**config.mk**
```make
export PLATFORM = sky130hd
export DESIGN_NAME = uart_tx_cfg
export DESIGN_NICKNAME = d
export VERILOG_FILES = /design/src/rtl/uart_tx_cfg.sv
export SDC_FILE = /design/constraint.sdc
export NUM_CORES = 1
export LEC_CHECK = 0
export BUFFER_PORTS_ARGS = -buffer_cell sky130_fd_sc_hd__buf_2
export CAP_MARGIN = 30
export CORE_MARGIN = 5
export CORE_UTILIZATION = 45
export CTS_CLUSTER_DIAMETER = 120
export DETAILED_ROUTE_END_ITERATION = 8
export GPL_TIMING_DRIVEN = 0
export PLACE_DENSITY = 0.72
export SLEW_MARGIN = 15
export SYNTH_ARGS = -nofsm -noshare
export SYNTH_HDL_FRONTEND = slang
export SYNTH_SLANG_ARGS = --single-unit
```
**constraint.sdc**
```tcl
create_clock -name clk -period 2 [get_ports clk]
set_clock_uncertainty 0.05 [all_clocks]
set_input_delay 0.1 -clock clk [delete_from_list [all_inputs] [get_ports clk]]
set_output_delay 0.1 -clock clk [all_outputs]
set_load 0.01 [all_outputs]
```
**src/rtl/uart_tx_cfg.sv**
```systemverilog
// Purpose : configurable UART transmitter (5..9 data bits, optional parity, 1/2 stop bits).
// Latency : tx_pin falls on the clk edge that accepts tx_start; each bit lasts OVERSAMPLE ticks.
// Backpr. : tx_start is only accepted in IDLE (tx_busy low); requests while busy are dropped.
//
// Ports:
//   clk, reset           - rising-edge clock, asynchronous active-high reset
//   tick                 - one-clk oversample strobe from the baud generator
//   tx_start, tx_data    - frame request and payload (LSB first), sampled at accept
//   data_len             - data bits minus one (clamped to DATA_W-1)
//   parity_en/odd, stop2 - frame format, sampled at accept
//   tx_pin, tx_busy      - registered serial line and busy flag
//   tx_done              - registered one-clk pulse after the last stop tick
//
// Build option: define UART_TX_PARITY_EN to compile in the parity bit and PARITY state;
// otherwise parity_en/parity_odd are present but ignored.

module uart_tx_cfg #(
   parameter int DATA_W     = 8,
   parameter int OVERSAMPLE = 16
) (
   input  logic                      clk,
   input  logic                      reset,
   input  logic                      tick,
   input  logic                      tx_start,
   input  logic [DATA_W-1:0]         tx_data,
   input  logic [$clog2(DATA_W)-1:0] data_len,
   input  logic                      parity_en,
   input  logic                      parity_odd,
   input  logic                      stop2,
   output logic                      tx_pin,
   output logic                      tx_busy,
   output logic                      tx_done
);

   localparam int LEN_W  = $clog2(DATA_W);
   // One extra bit so the bit counter can hold DATA_W-1 even when data_len is narrower.
   localparam int CNT_W  = LEN_W + 1;
   localparam int TICK_W = $clog2(OVERSAMPLE);

   localparam logic [TICK_W-1:0] TICK_LAST = TICK_W'(OVERSAMPLE - 1);
   localparam logic [CNT_W-1:0]  LEN_MAX   = CNT_W'(DATA_W - 1);

   typedef enum logic [2:0] {
      IDLE,
      START,
      DATA,
`ifdef UART_TX_PARITY_EN
      PARITY,
`endif
      STOP
   } state_t;

   state_t              state_q, state_d;
   logic [TICK_W-1:0]   tick_cnt_q, tick_cnt_d;
   logic [CNT_W-1:0]    bit_cnt_q, bit_cnt_d;
   logic [DATA_W-1:0]   shreg_q, shreg_d;
   logic [CNT_W-1:0]    len_q, len_d;
   logic                stop2_q, stop2_d;
   logic                pin_d, busy_d, done_d;
   logic [CNT_W-1:0]    len_c;
   logic [DATA_W-1:0]   masked;
   logic                bit_end;

`ifdef UART_TX_PARITY_EN
   logic par_en_q, par_en_d;
   logic par_bit_q, par_bit_d;
`else
   logic unused_parity;
   assign unused_parity = parity_en ^ parity_odd;
`endif

   // Clamp the requested length and blank payload bits beyond it, so the
   // parity below only ever sees bits that actually go on the line.
   always_comb begin
      len_c = ({1'b0, data_len} > LEN_MAX) ? LEN_MAX : {1'b0, data_len};
      for (int i = 0; i < DATA_W; i++) begin
         masked[i] = tx_data[i] & (CNT_W'(i) <= len_c);
      end
   end

   assign bit_end = tick && (tick_cnt_q == TICK_LAST);

   always_comb begin
      state_d    = state_q;
      tick_cnt_d = tick_cnt_q;
      bit_cnt_d  = bit_cnt_q;
      shreg_d    = shreg_q;
      len_d      = len_q;
      stop2_d    = stop2_q;
      busy_d     = tx_busy;
      done_d     = 1'b0;
`ifdef UART_TX_PARITY_EN
      par_en_d   = par_en_q;
      par_bit_d  = par_bit_q;
`endif

      // Ticks are only counted while a frame is in flight.
      if (state_q != IDLE && tick) begin
         tick_cnt_d = bit_end ? '0 : tick_cnt_q + TICK_W'(1);
      end

      case (state_q)
         IDLE: begin
            if (tx_start) begin
               state_d    = START;
               tick_cnt_d = '0;
               bit_cnt_d  = '0;
               shreg_d    = masked;
               len_d      = len_c;
               stop2_d    = stop2;
               busy_d     = 1'b1;
`ifdef UART_TX_PARITY_EN
               par_en_d   = parity_en;
               par_bit_d  = (^masked) ^ parity_odd;
`endif
            end
         end
         START: begin
            if (bit_end) state_d = DATA;
         end
         DATA: begin
            if (bit_end) begin
               if (bit_cnt_q == len_q) begin
                  bit_cnt_d = '0;
`ifdef UART_TX_PARITY_EN
                  state_d   = par_en_q ? PARITY : STOP;
`else
                  state_d   = STOP;
`endif
               end else begin
                  bit_cnt_d = bit_cnt_q + CNT_W'(1);
                  shreg_d   = shreg_q >> 1;
               end
            end
         end
`ifdef UART_TX_PARITY_EN
         PARITY: begin
            if (bit_end) state_d = STOP;
         end
`endif
         STOP: begin
            if (bit_end) begin
               // bit_cnt doubles as the stop-bit index for the two-stop case.
               if (stop2_q && bit_cnt_q == '0) begin
                  bit_cnt_d = CNT_W'(1);
               end else begin
                  state_d = IDLE;
                  busy_d  = 1'b0;
                  done_d  = 1'b1;
               end
            end
         end
         default: state_d = IDLE;
      endcase

      // Line level follows the state being entered, so tx_pin is registered
      // yet changes on the same edge as the state.
      case (state_d)
         START:   pin_d = 1'b0;
         DATA:    pin_d = shreg_d[0];
`ifdef UART_TX_PARITY_EN
         PARITY:  pin_d = par_bit_d;
`endif
         default: pin_d = 1'b1;
      endcase
   end

   always_ff @(posedge clk or posedge reset) begin
      if (reset) begin
         state_q    <= IDLE;
         tick_cnt_q <= '0;
         bit_cnt_q  <= '0;
         shreg_q    <= '0;
         len_q      <= '0;
         stop2_q    <= 1'b0;
         tx_pin     <= 1'b1;
         tx_busy    <= 1'b0;
         tx_done    <= 1'b0;
`ifdef UART_TX_PARITY_EN
         par_en_q   <= 1'b0;
         par_bit_q  <= 1'b0;
`endif
      end else begin
         state_q    <= state_d;
         tick_cnt_q <= tick_cnt_d;
         bit_cnt_q  <= bit_cnt_d;
         shreg_q    <= shreg_d;
         len_q      <= len_d;
         stop2_q    <= stop2_d;
         tx_pin     <= pin_d;
         tx_busy    <= busy_d;
         tx_done    <= done_d;
`ifdef UART_TX_PARITY_EN
         par_en_q   <= par_en_d;
         par_bit_q  <= par_bit_d;
`endif
      end
   end

endmodule

```
==> results.txt, run 1 <==
Core area - 2978 sq um
Critical path required time - 2.16 ns
Reg2reg setup slack - 0.11 ns
Hold crit path type - input port to register
Final-stage net count - 195
Number of flops mapped to enable cells by yosys - 0
Final ANT Viol Nets - 0
Post-DP HPWL - 1.947 mm
Fill cells - 259
Asr flop ratio synth - 100.0%
Routed wire length - 2.765 mm
Delay-heaviest family, CP - compound AO/OA/AOI/OAI gates
Worst-path cell chain - ha_1, and4_1, clkbuf_4, o41ai_1, a31o_2, buf_4, a221o_2
Yosys reg bits - 26
Vias in the first global route - 1157
Clk buf depth - 2
GRT Residual Overflow - 0
Synth top area share - 46.13%
Antenna violations before repair - 0
Final TNS setup - 0 ns
First-pass GRT wire length - 5.057 mm
Clock latency on the worst-skew pair - 0.31 ns
Tot GR Track Use - 14.87%
CTS tree - built
Die area - 4212 sq um
Slew headroom - 62.06%
Drt first pass iters - 4
Starting Density - 45.55%
Num rows - 20
Max-Cap Viols - 0
Remaining DRCs - 0
RD Place Congestion - 0.7454
Critical path buffer and inverter count - 2
# clock sinks - 26
Setup crit start kind - register
IO Port Bufs - 18
Mapped cell area - 1356 sq um
Largest net degree at the start of global routing - 27
Total number of vias - 1146
Status - complete, no violations
Crit path DAT - 2.06 ns
Beginning of the worst hold path - tx_data[0]
Final number of setup-violating endpoints - 0
Placed Cells - 188
Max VDD drop - 338.8 uV
Die width - 64.90 microns
Leakage Power - 0.7644 nW
Worst hold slack - 0.003638 ns
Cell taking the most area after synthesis - dfrtp_1
Post-layout min period - 1.894 ns
Post-synth top flop - dfrtp_1
Max Slew Vio Count - 0
Kind of critical path - register to register
CP endpoint kind - register
Inserted Diodes - 0
Die Ht - 64.90 microns
IO Pins - 21
Syn_area_per_cell - 9.900 sq um
Synth area leaders - dfrtp_1 (46%), nand2_1 (5.8%), o21ai_0 (4.8%), ha_1 (2.8%), a21oi_1 (2.6%)
Achievable Freq - 0.5280 GHz
Synth warn - 0
Syn nets - 158
Slowest stage delay, CP - 0.39 ns
Power Density - 646.5 nW/um^2
RR Startpoint - tick_cnt_q[0]$_DFF_PP0_
Clock Pin Slew Worst Setup and Hold Paths - 0.14 ns
Clk root buf - clkbuf_4
DR vias/cell - 5.563
Period utilization - 94.70%
Power Total - 1.068 mW
Share of layout cells above drive strength 1 - 27.17%
Cells after Synth - 137
Iteration-0 DRC Markers - 35
Worst path slowest cell - dfrtp_1
Crit path max fanout - 8
Tightest Pin Transition - 0.5685 ns
H-tree depth - 1
Number of buffers created by CTS - 3
Post-route insts no fill - 206
CP Launch Point - tick_cnt_q[0]$_DFF_PP0_
Fin util - 55.46%
Netlist cell types - 45
Hold Vio Cnt, Final - 0
Wirelength per Cell - 13.42 microns
Sequential fraction of the synthesis area - 48.06%
Layout area overhead - 21.77%
[cell usage after synthesis, drive strengths merged (2+ instances only)]
cell type,number
a21oi,7
a221o,3
a31oi,2
a32oi,2
buf,5
dfrtp,25
ha,3
inv,7
mux2,3
nand2,21
nand3,4
nor2,10
nor3,3
o21ai,13
xor2,4
[cells by family after synthesis]
| group | synth area share [%] |
|---|---|
| simple gates | 18.08 |
| flops | 48.06 |
| xor+xnor | 2.583 |
| mux | 2.491 |
| buf+inv | 5.166 |
| fa+ha+maj | 2.768 |
| compound gates | 20.57 |
| other cells | 0.2765 |
[metrics by stage]
step           worst slack [ns]  area (sq um)
4_1_cts                 0.01311          1595
2_1_floorplan            0.2019          1356
5_1_grt                -0.01052          1652
3_3_place_gp          -0.002385          1488
3_5_place_dp           -0.01646          1488
6_report                 0.1060          1652
[power by group]
part / leakage (nW) / total (mW) / internal, mW / switching, mW
Combinational: 0.419 / 0.227 / 0.112 / 0.115
Clock: 0.0150 / 0.225 / 0.0778 / 0.147
Sequential: 0.331 / 0.616 / 0.582 / 0.0346
Total: 0.764 / 1.07 / 0.771 / 0.297
[metal layers]
metal	track usage (%)	share of wire, %	up-vias	wire (microns)
met3	3.293	4.9	2	135
met5	0	0	-	0
met2	26.44	50	21	1372
met1	18.01	45	560	1236
li1	-	-	563	-
met4	3.958	0.76	0	21
[registers in the layout, summed over array words and instances (netlist names)]
| signal | count |
|---|---|
| tick_cnt_q | 4 |
| tx_pin | 1 |
| tx_done | 1 |
| bit_cnt_q | 4 |
| state_q | 3 |
| tx_busy | 1 |
| stop2_q | 1 |
| len_q | 3 |
| shreg_q | 8 |
[layout by cell type (no fill, tap or decap), drive strengths merged, types with 2 or more instances in the layout]
cell and count:
a21oi 7, a221o 3, a31oi 2, a32oi 2, buf 31, clkbuf 5, dfrtp 25, dlygate4sd3 6
ha 3, inv 7, mux2 3, nand2 21, nand3 4, nor2 10, nor3 3, o21ai 13
xor2 4
[repair_timing]
| item | 4_1_cts | 5_1_grt |
|---|---|---|
| pin swaps | 1 | 5 |
| setup buffers | 2 | 5 |
| hold endpoints to repair | 30 | 0 |
| gates cloned | 0 | 0 |
| gates resized for setup | 1 | 3 |
| hold buffers | 6 | 0 |
| setup endpoints to repair | 1 | 3 |
[area by class of cell]
class                           count  area, sq um  area share [%]
Buffer                              6        46.29           2.803
Clock buffer                        4        26.28           1.591
Inverter                            7        26.28           1.591
Multi-Input combinational cell     98        640.6           38.79
Sequential cell                    26        653.1           39.55
Tap cell                           33        41.29           2.500
Timing Repair Buffer               32        217.7           13.18
[path summary, 6_finish.rpt]
kind,to,depth (start not counted)
max,shreg_q[5]$_DFFE_PP0P_,7
min,shreg_q[0]$_DFF_PP0_,3
max reg2reg,shreg_q[5]$_DFFE_PP0P_,7
min reg2reg,shreg_q[3]$_DFFE_PP0P_,2
max in group asynchronous,tx_pin$_DFF_PP1_,4
min in group asynchronous,state_q[1]$_DFF_PP0_,3
[tightest hold or removal path: cells and delay by family]
kind	cells	cell delay, ns
compound gates	1	0.09
buf+inv	2	0.14
No activity file was read; power rests on OpenSTA's default activity.
==> run 2, diff against run 1 <==
- CORE_MARGIN: 5 -> unset
==> run 2 against run 1 <==
Net effect:
- the flow now finishes with violations (design-rule violations)
- via count is 0.52% higher
- sequential share of layout area shrank 0.25 points
- highest routed layer unchanged
- count of clock-buffer cells in the layout unchanged
==> results.txt, run 2 (synthesis gave the netlist of run 1 again) <==
Setup crit start kind - register (unchanged)
Kind of critical path - register to register (unchanged)
Max FFs per register - 8 (unchanged)
CP endpoint kind - register (unchanged)
Wirelength per Cell - 14.62 microns (was 13.42 microns)
Crit path max fanout - 8 (unchanged)
Max-Cap Viols - 0 (unchanged)
Placed Cells - 186 (was 188)
Seq pwr share - 56.6% (was 57.7%)
Routed wire length - 2.953 mm (was 2.765 mm)
# clock sinks - 26 (unchanged)
Final ANT Viol Nets - 0 (unchanged)
Final number of setup-violating endpoints - 0 (unchanged)
Drt first pass iters - 6 (was 4)
Number of buffers created by CTS - 3 (unchanged)
Largest net degree at the start of global routing - 27 (unchanged)
Failing checks - design-rule violations
Antenna violations before repair - 0 (unchanged)
Power Total - 1.092 mW (was 1.068 mW)
First-pass GRT wire length - 4.988 mm (was 5.057 mm)
Delay-heaviest family, CP - compound AO/OA/AOI/OAI gates (unchanged)
Critical path buffer and inverter count - 1 (was 2)
Clock Pin Slew Worst Setup and Hold Paths - 0.13 ns (was 0.14 ns)
Sw Pwr - 317.3 uW (was 296.6 uW)
Die width - 56.90 microns (was 64.90 microns)
Die area - 3238 sq um (was 4212 sq um)
Cell internal pwr - 774.6 uW (was 771.1 uW)
Post-DP HPWL - 2.021 mm (was 1.947 mm)
Post-route insts no fill - 202 (was 206)
Clk root buf - clkbuf_4 (unchanged)
Hold crit path type - input port to register (unchanged)
Max Slew Vio Count - 0 (unchanged)
Starting Density - 48.35% (was 45.55%)
RD Place Congestion - 0.8439 (was 0.7454)
Num rows - 19 (was 20)
Gate power share - 21.7% (was 21.2%)
Critical path required time - 2.19 ns (was 2.16 ns)
CTS tree - built (unchanged)
DR vias/cell - 5.703 (was 5.563)
Layout area overhead - 22.32% (was 21.77%)
Total number of vias - 1152 (was 1146)
Vias in the first global route - 1169 (was 1157)
IO Pins - 21 (unchanged)
Switching power share of the total - 29.06% (was 27.78%)
Tot GR Track Use - 19.96% (was 14.87%)
Fill cells - 245 (was 259)
Iteration-0 DRC Markers - 53 (was 35)
Worst path slowest cell - dfrtp_1 (unchanged)
Unrepaired setup endpoints after global routing - true
Leakage Power - 0.7578 nW (was 0.7644 nW)
Share of layout cells above drive strength 1 - 25.73% (was 27.17%)
Power Density - 658.2 nW/um^2 (was 646.5 nW/um^2)
Most frequent cells in the layout - dfrtp_1 (25), nand2_1 (21), buf_2 (19) (was dfrtp_1 (24), nand2_1 (21), buf_2 (19))
Final-stage net count - 193 (was 195)
Largest Register - shreg_q (unchanged)
Clk buf depth - 2 (unchanged)
Achievable Freq - 0.5135 GHz (was 0.5280 GHz)
Slowest stage delay, CP - 0.40 ns (was 0.39 ns)
Post-layout min period - 1.947 ns (was 1.894 ns)
H-tree depth - 1 (unchanged)
Core area - 2805 sq um (was 2978 sq um)
IO Port Bufs - 18 (unchanged)
Max VDD drop - 413.4 uV (was 338.8 uV)
Hold Vio Cnt, Final - 0 (unchanged)
Worst-path cell chain - ha_2, and4_1, clkbuf_4, o41ai_1, a31o_2, a222oi_1, a31oi_1 (was ha_1, and4_1, clkbuf_4, o41ai_1, a31o_2, buf_4, a221o_2)
Crit path DAT - 2.14 ns (was 2.06 ns)
Largest regs - shreg_q x8, bit_cnt_q x4, tick_cnt_q x4 (unchanged)
Status - finished with violations (was complete, no violations)
GRT Residual Overflow - 0 (unchanged)
Die Ht - 56.90 microns (was 64.90 microns)
Period utilization - 97.36% (was 94.70%)
Inserted Diodes - 0 (unchanged)
Commonest non-fill, non-tap cell in the layout - dfrtp_1 (unchanged)
Remaining DRCs - 2 (was 0)
Part of the power in the clock network - 21.7% (was 21.0%)
Clock latency on the worst-skew pair - 0.33 ns (was 0.31 ns)
run 2: changes by cell type in the layout (fill, tap and decap cells not counted), sizes merged:
cell	change
buf	-3
dlygate4sd3	+1
run 2: area by class of cell:
| type | count | area, sq um | area share, % |
|---|---|---|---|
| flip-flops and latches | 26 | 651.9 | 39.29 |
| multi-input cells | 98 | 651.9 | 39.29 |
| repair buffers | 30 | 217.7 | 13.12 |
| plain buffers | 6 | 46.29 | 2.790 |
| well taps | 31 | 38.79 | 2.338 |
| clock buffers | 4 | 26.28 | 1.584 |
| inverters | 7 | 26.28 | 1.584 |
run 2: through the flow:
step | hold slack (ns) | setup WS (ns) | area, sq um | utilization, % | TNS, ns
2_1_floorplan | 0.08928 | 0.2019 | 1356 | - | 0
3_3_place_gp | 0.2853 | 0.007508 | 1485 | 52.94 | 0
3_5_place_dp | 0.2914 | -0.06350 | 1485 | 52.94 | -0.06350
4_1_cts | 0.004313 | 0.03199 | 1605 | 57.23 | 0
5_1_grt | -0.001111 | -0.02269 | 1659 | 59.14 | -0.02269
6_report | 0.0006180 | 0.05276 | 1659 | 59.14 | 0
run 2: tightest hold or removal path, cell delays in order:
cell and delay, ns:
buf_2 0.08, a222oi_1 0.09, inv_1 0.07
run 2: repair_timing:
action,in CTS,in global routing
hold endpoints to repair,30,0
setup buffers,2,2
resized for setup,2,2
hold buffers,7,0
pin swaps,1,3
endpoints found under the setup margin,2,3
gates cloned,0,0
run 2: power by group through the flow:
stage | Clock (mW) | Sequential, mW | Combinational, mW
6_report | 0.237 | 0.619 | 0.237
5_1_grt | 0.257 | 0.622 | 0.264
4_1_cts | 0.238 | 0.616 | 0.215
3_5_place_dp | 0 | 0.632 | 0.184
3_3_place_gp | 0 | 0.627 | 0.173
2_1_floorplan | 0 | 0.622 | 0.133
run 2: worst paths after layout:
kind | cells after the start | slack (ns) | to | start
max | 7 | 0.05 | tx_pin$_DFF_PP1_ | tick_cnt_q[0]$_DFF_PP0_
min | 3 | 0.0006 | shreg_q[0]$_DFF_PP0_ | tx_data[0]
max reg2reg | 7 | 0.05 | tx_pin$_DFF_PP1_ | tick_cnt_q[0]$_DFF_PP0_
min reg2reg | 2 | 0.44 | shreg_q[3]$_DFFE_PP0P_ | shreg_q[3]$_DFFE_PP0P_
max in group asynchronous | 4 | 1.13 | tx_pin$_DFF_PP1_ | reset
min in group asynchronous | 3 | 0.26 | shreg_q[4]$_DFFE_PP0P_ | reset
run 2: routing by layer:
metal,up-vias,share of wire [%],global-route usage [%]
met5,-,0,0
met4,0,1.2,9.408
met3,4,3.9,2.765
met2,36,50,34.45
met1,549,45,24.63
li1,563,-,-
==> run 3, diff against run 2 <==
- CELL_PAD_IN_SITES_DETAIL_PLACEMENT: unset -> 1
- CELL_PAD_IN_SITES_GLOBAL_PLACEMENT: unset -> 1
- PLACE_DENSITY: 0.72 -> 0.87
- clock period: 2 -> 2.4 ns (I/O delays scaled with it)
==> run 3 against run 2 <==
Net effect:
- the flow still finishes with violations (design-rule violations)
- non-clock buffer count decreased by 6
- first-iteration DRC count decreased by 85%
- critical path depth decreased by 1
- sequential power decreased by 16%
- largest cell class unchanged
- highest routed layer unchanged
==> results.txt, run 3 (synthesis gave the netlist of run 1 again) <==
Slowest stage delay, CP - 0.51 ns (was 0.40 ns)
Starting Density - 48.35% (unchanged)
Total number of vias - 1153 (was 1152)
Commonest non-fill, non-tap cell in the layout - dfrtp_1 (unchanged)
Clock Pin Slew Worst Setup and Hold Paths - 0.14 ns (was 0.13 ns)
Multi-input gate area - 634.4 sq um (was 651.9 sq um)
Power Density - 575.4 nW/um^2 (was 658.2 nW/um^2)
Clk root buf - clkbuf_4 (unchanged)
Die width - 56.90 microns (unchanged)
Tightest Pin Transition - 0.5390 ns
Die area - 3238 sq um (unchanged)
Iteration-0 DRC Markers - 8 (was 53)
IO Pins - 21 (unchanged)
Slew headroom - 63.91%
Post-DP HPWL - 2.330 mm (was 2.021 mm)
CP endpoint kind - register (unchanged)
Crit path max fanout - 8 (unchanged)
Tot GR Track Use - 21.73% (was 19.96%)
Kind of critical path - register to register (unchanged)
CTS tree - built (unchanged)
H-tree depth - 1 (unchanged)
Die Ht - 56.90 microns (unchanged)
Inserted Diodes - 0 (unchanged)
Achievable Freq - 0.4635 GHz (was 0.5135 GHz)
Largest regs - shreg_q x8, bit_cnt_q x4, tick_cnt_q x4 (unchanged)
GRT Residual Overflow - 0 (unchanged)
Antenna violations before repair - 0 (unchanged)
Final number of setup-violating endpoints - 0 (unchanged)
Seq. cell area - 651.9 sq um (unchanged)
Final-stage net count - 187 (was 193)
Failing checks - design-rule violations (unchanged)
Largest net degree at the start of global routing - 27 (unchanged)
Drt first pass iters - 6 (unchanged)
IO Port Bufs - 18 (unchanged)
Most frequent cells in the layout - dfrtp_1 (25), nand2_1 (21), buf_2 (19) (unchanged)
Layout area overhead - 16.97% (was 22.32%)
Remaining DRCs - 2 (unchanged)
Largest Register - shreg_q (unchanged)
Max-Cap Viols - 0 (unchanged)
# clock sinks - 26 (unchanged)
Hold Vio Cnt, Final - 0 (unchanged)
Routed wire length - 3.076 mm (was 2.953 mm)
Wirelength per Cell - 15.69 microns (was 14.62 microns)
First-pass GRT wire length - 5.437 mm (was 4.988 mm)
Number of buffers created by CTS - 3 (unchanged)
Power Total - 912.9 uW (was 1.092 mW)
DR vias/cell - 5.883 (was 5.703)
Vias in the first global route - 1226 (was 1169)
Period utilization - 89.90% (was 97.36%)
Final ANT Viol Nets - 0 (unchanged)
Num rows - 19 (unchanged)
Clk buf depth - 2 (unchanged)
Reg2reg setup slack - 0.24 ns (was 0.05 ns)
Hold crit path type - input port to register (unchanged)
Setup crit start kind - register (unchanged)
Max VDD drop - 290.9 uV (was 413.4 uV)
Clock latency on the worst-skew pair - 0.33 ns (about the same)
Critical path required time - 2.61 ns (was 2.19 ns)
Share of layout cells above drive strength 1 - 24.24% (was 25.73%)
Max FFs per register - 8 (unchanged)
Fill cells - 333 (was 245)
Post-layout min period - 2.158 ns (was 1.947 ns)
Fin util - 56.56% (was 59.14%)
Crit path DAT - 2.36 ns (was 2.14 ns)
Unrepaired setup endpoints after global routing - false (was true)
Setup Buffers After CTS - 0 (was 2)
Status - finished with violations (unchanged)
Final TNS setup - 0 ns (unchanged)
Max Slew Vio Count - 0 (unchanged)
Leakage Power - 0.7292 nW (was 0.7578 nW)
Worst path slowest cell - nor3b_2 (was dfrtp_1)
RD Place Congestion - 0.8447 (was 0.8439)
Core area - 2805 sq um (unchanged)
Worst-path cell chain - ha_1, and4_1, clkbuf_2, nor3b_2, a222oi_1, a31oi_1 (was ha_2, and4_1, clkbuf_4, o41ai_1, a31o_2, a222oi_1, a31oi_1)
[run 3: per-layer routing]
layer / vias to the layer above / track usage (%) / part of all wire (%)
li1: 545 / - / -
met1: 571 / 26.45 / 42
met2: 29 / 38.66 / 52
met3: 8 / 3.226 / 3.2
met4: 0 / 8.362 / 2.5
met5: - / 0 / 0
[run 3: metrics by stage]
stage,std cells,setup WS [ns],hold slack (ns),area [sq um]
final,196,0.2424,0.008323,1587
after global routing,196,0.06860,0.01514,1587
after global placement,186,0.3950,0.3035,1485
after detailed placement,186,0.2999,0.3101,1485
after CTS,195,0.2391,0.01102,1572
after floorplan,137,0.6019,0.1093,1356
[run 3: timing repair]
action | CTS | global route
gates resized for setup | 0 | 0
endpoints found under the hold margin | 29 | 0
hold buffers | 5 | 0
[run 3: critical path, delay by kind of cell, from the launching register on]
kind	cells	cell delay, ns
AOI/OAI and AO/OA	2	0.48
adders and majority gates	1	0.23
buffers and inverters	1	0.21
DFF	1	0.43
and+or+nand+nor	2	0.69
[run 3: final cells by class]
class | count | area share [%]
clock buffer | 4 | 2.287
inverter | 7 | 1.656
tap | 31 | 2.445
buffer | 6 | 2.760
sequential | 26 | 41.09
multi-input combinational | 98 | 39.98
timing repair buffer | 24 | 9.779
[run 3: path summary, 6_finish.rpt]
kind                                         start                     end  depth (start not counted)
max in group asynchronous                    reset  shreg_q[1]$_DFFE_PP0P_                          4
min in group asynchronous                    reset     tx_busy$_DFFE_PP0P_                          3
hold reg to reg             shreg_q[3]$_DFFE_PP0P_  shreg_q[3]$_DFFE_PP0P_                          2
setup reg to reg           tick_cnt_q[0]$_DFF_PP0_        tx_pin$_DFF_PP1_                          6
hold / removal                          tx_data[7]  shreg_q[7]$_DFFE_PP0P_                          3
setup / recovery           tick_cnt_q[0]$_DFF_PP0_        tx_pin$_DFF_PP1_                          6
[run 3: power by group]
| part | internal (mW) | switching, mW | leakage (nW) |
|---|---|---|---|
| Clock | 0.0930 | 0.133 | 0.0210 |
| Combinational | 0.0741 | 0.0924 | 0.376 |
| Sequential | 0.485 | 0.0353 | 0.332 |
| Total | 0.652 | 0.261 | 0.729 |
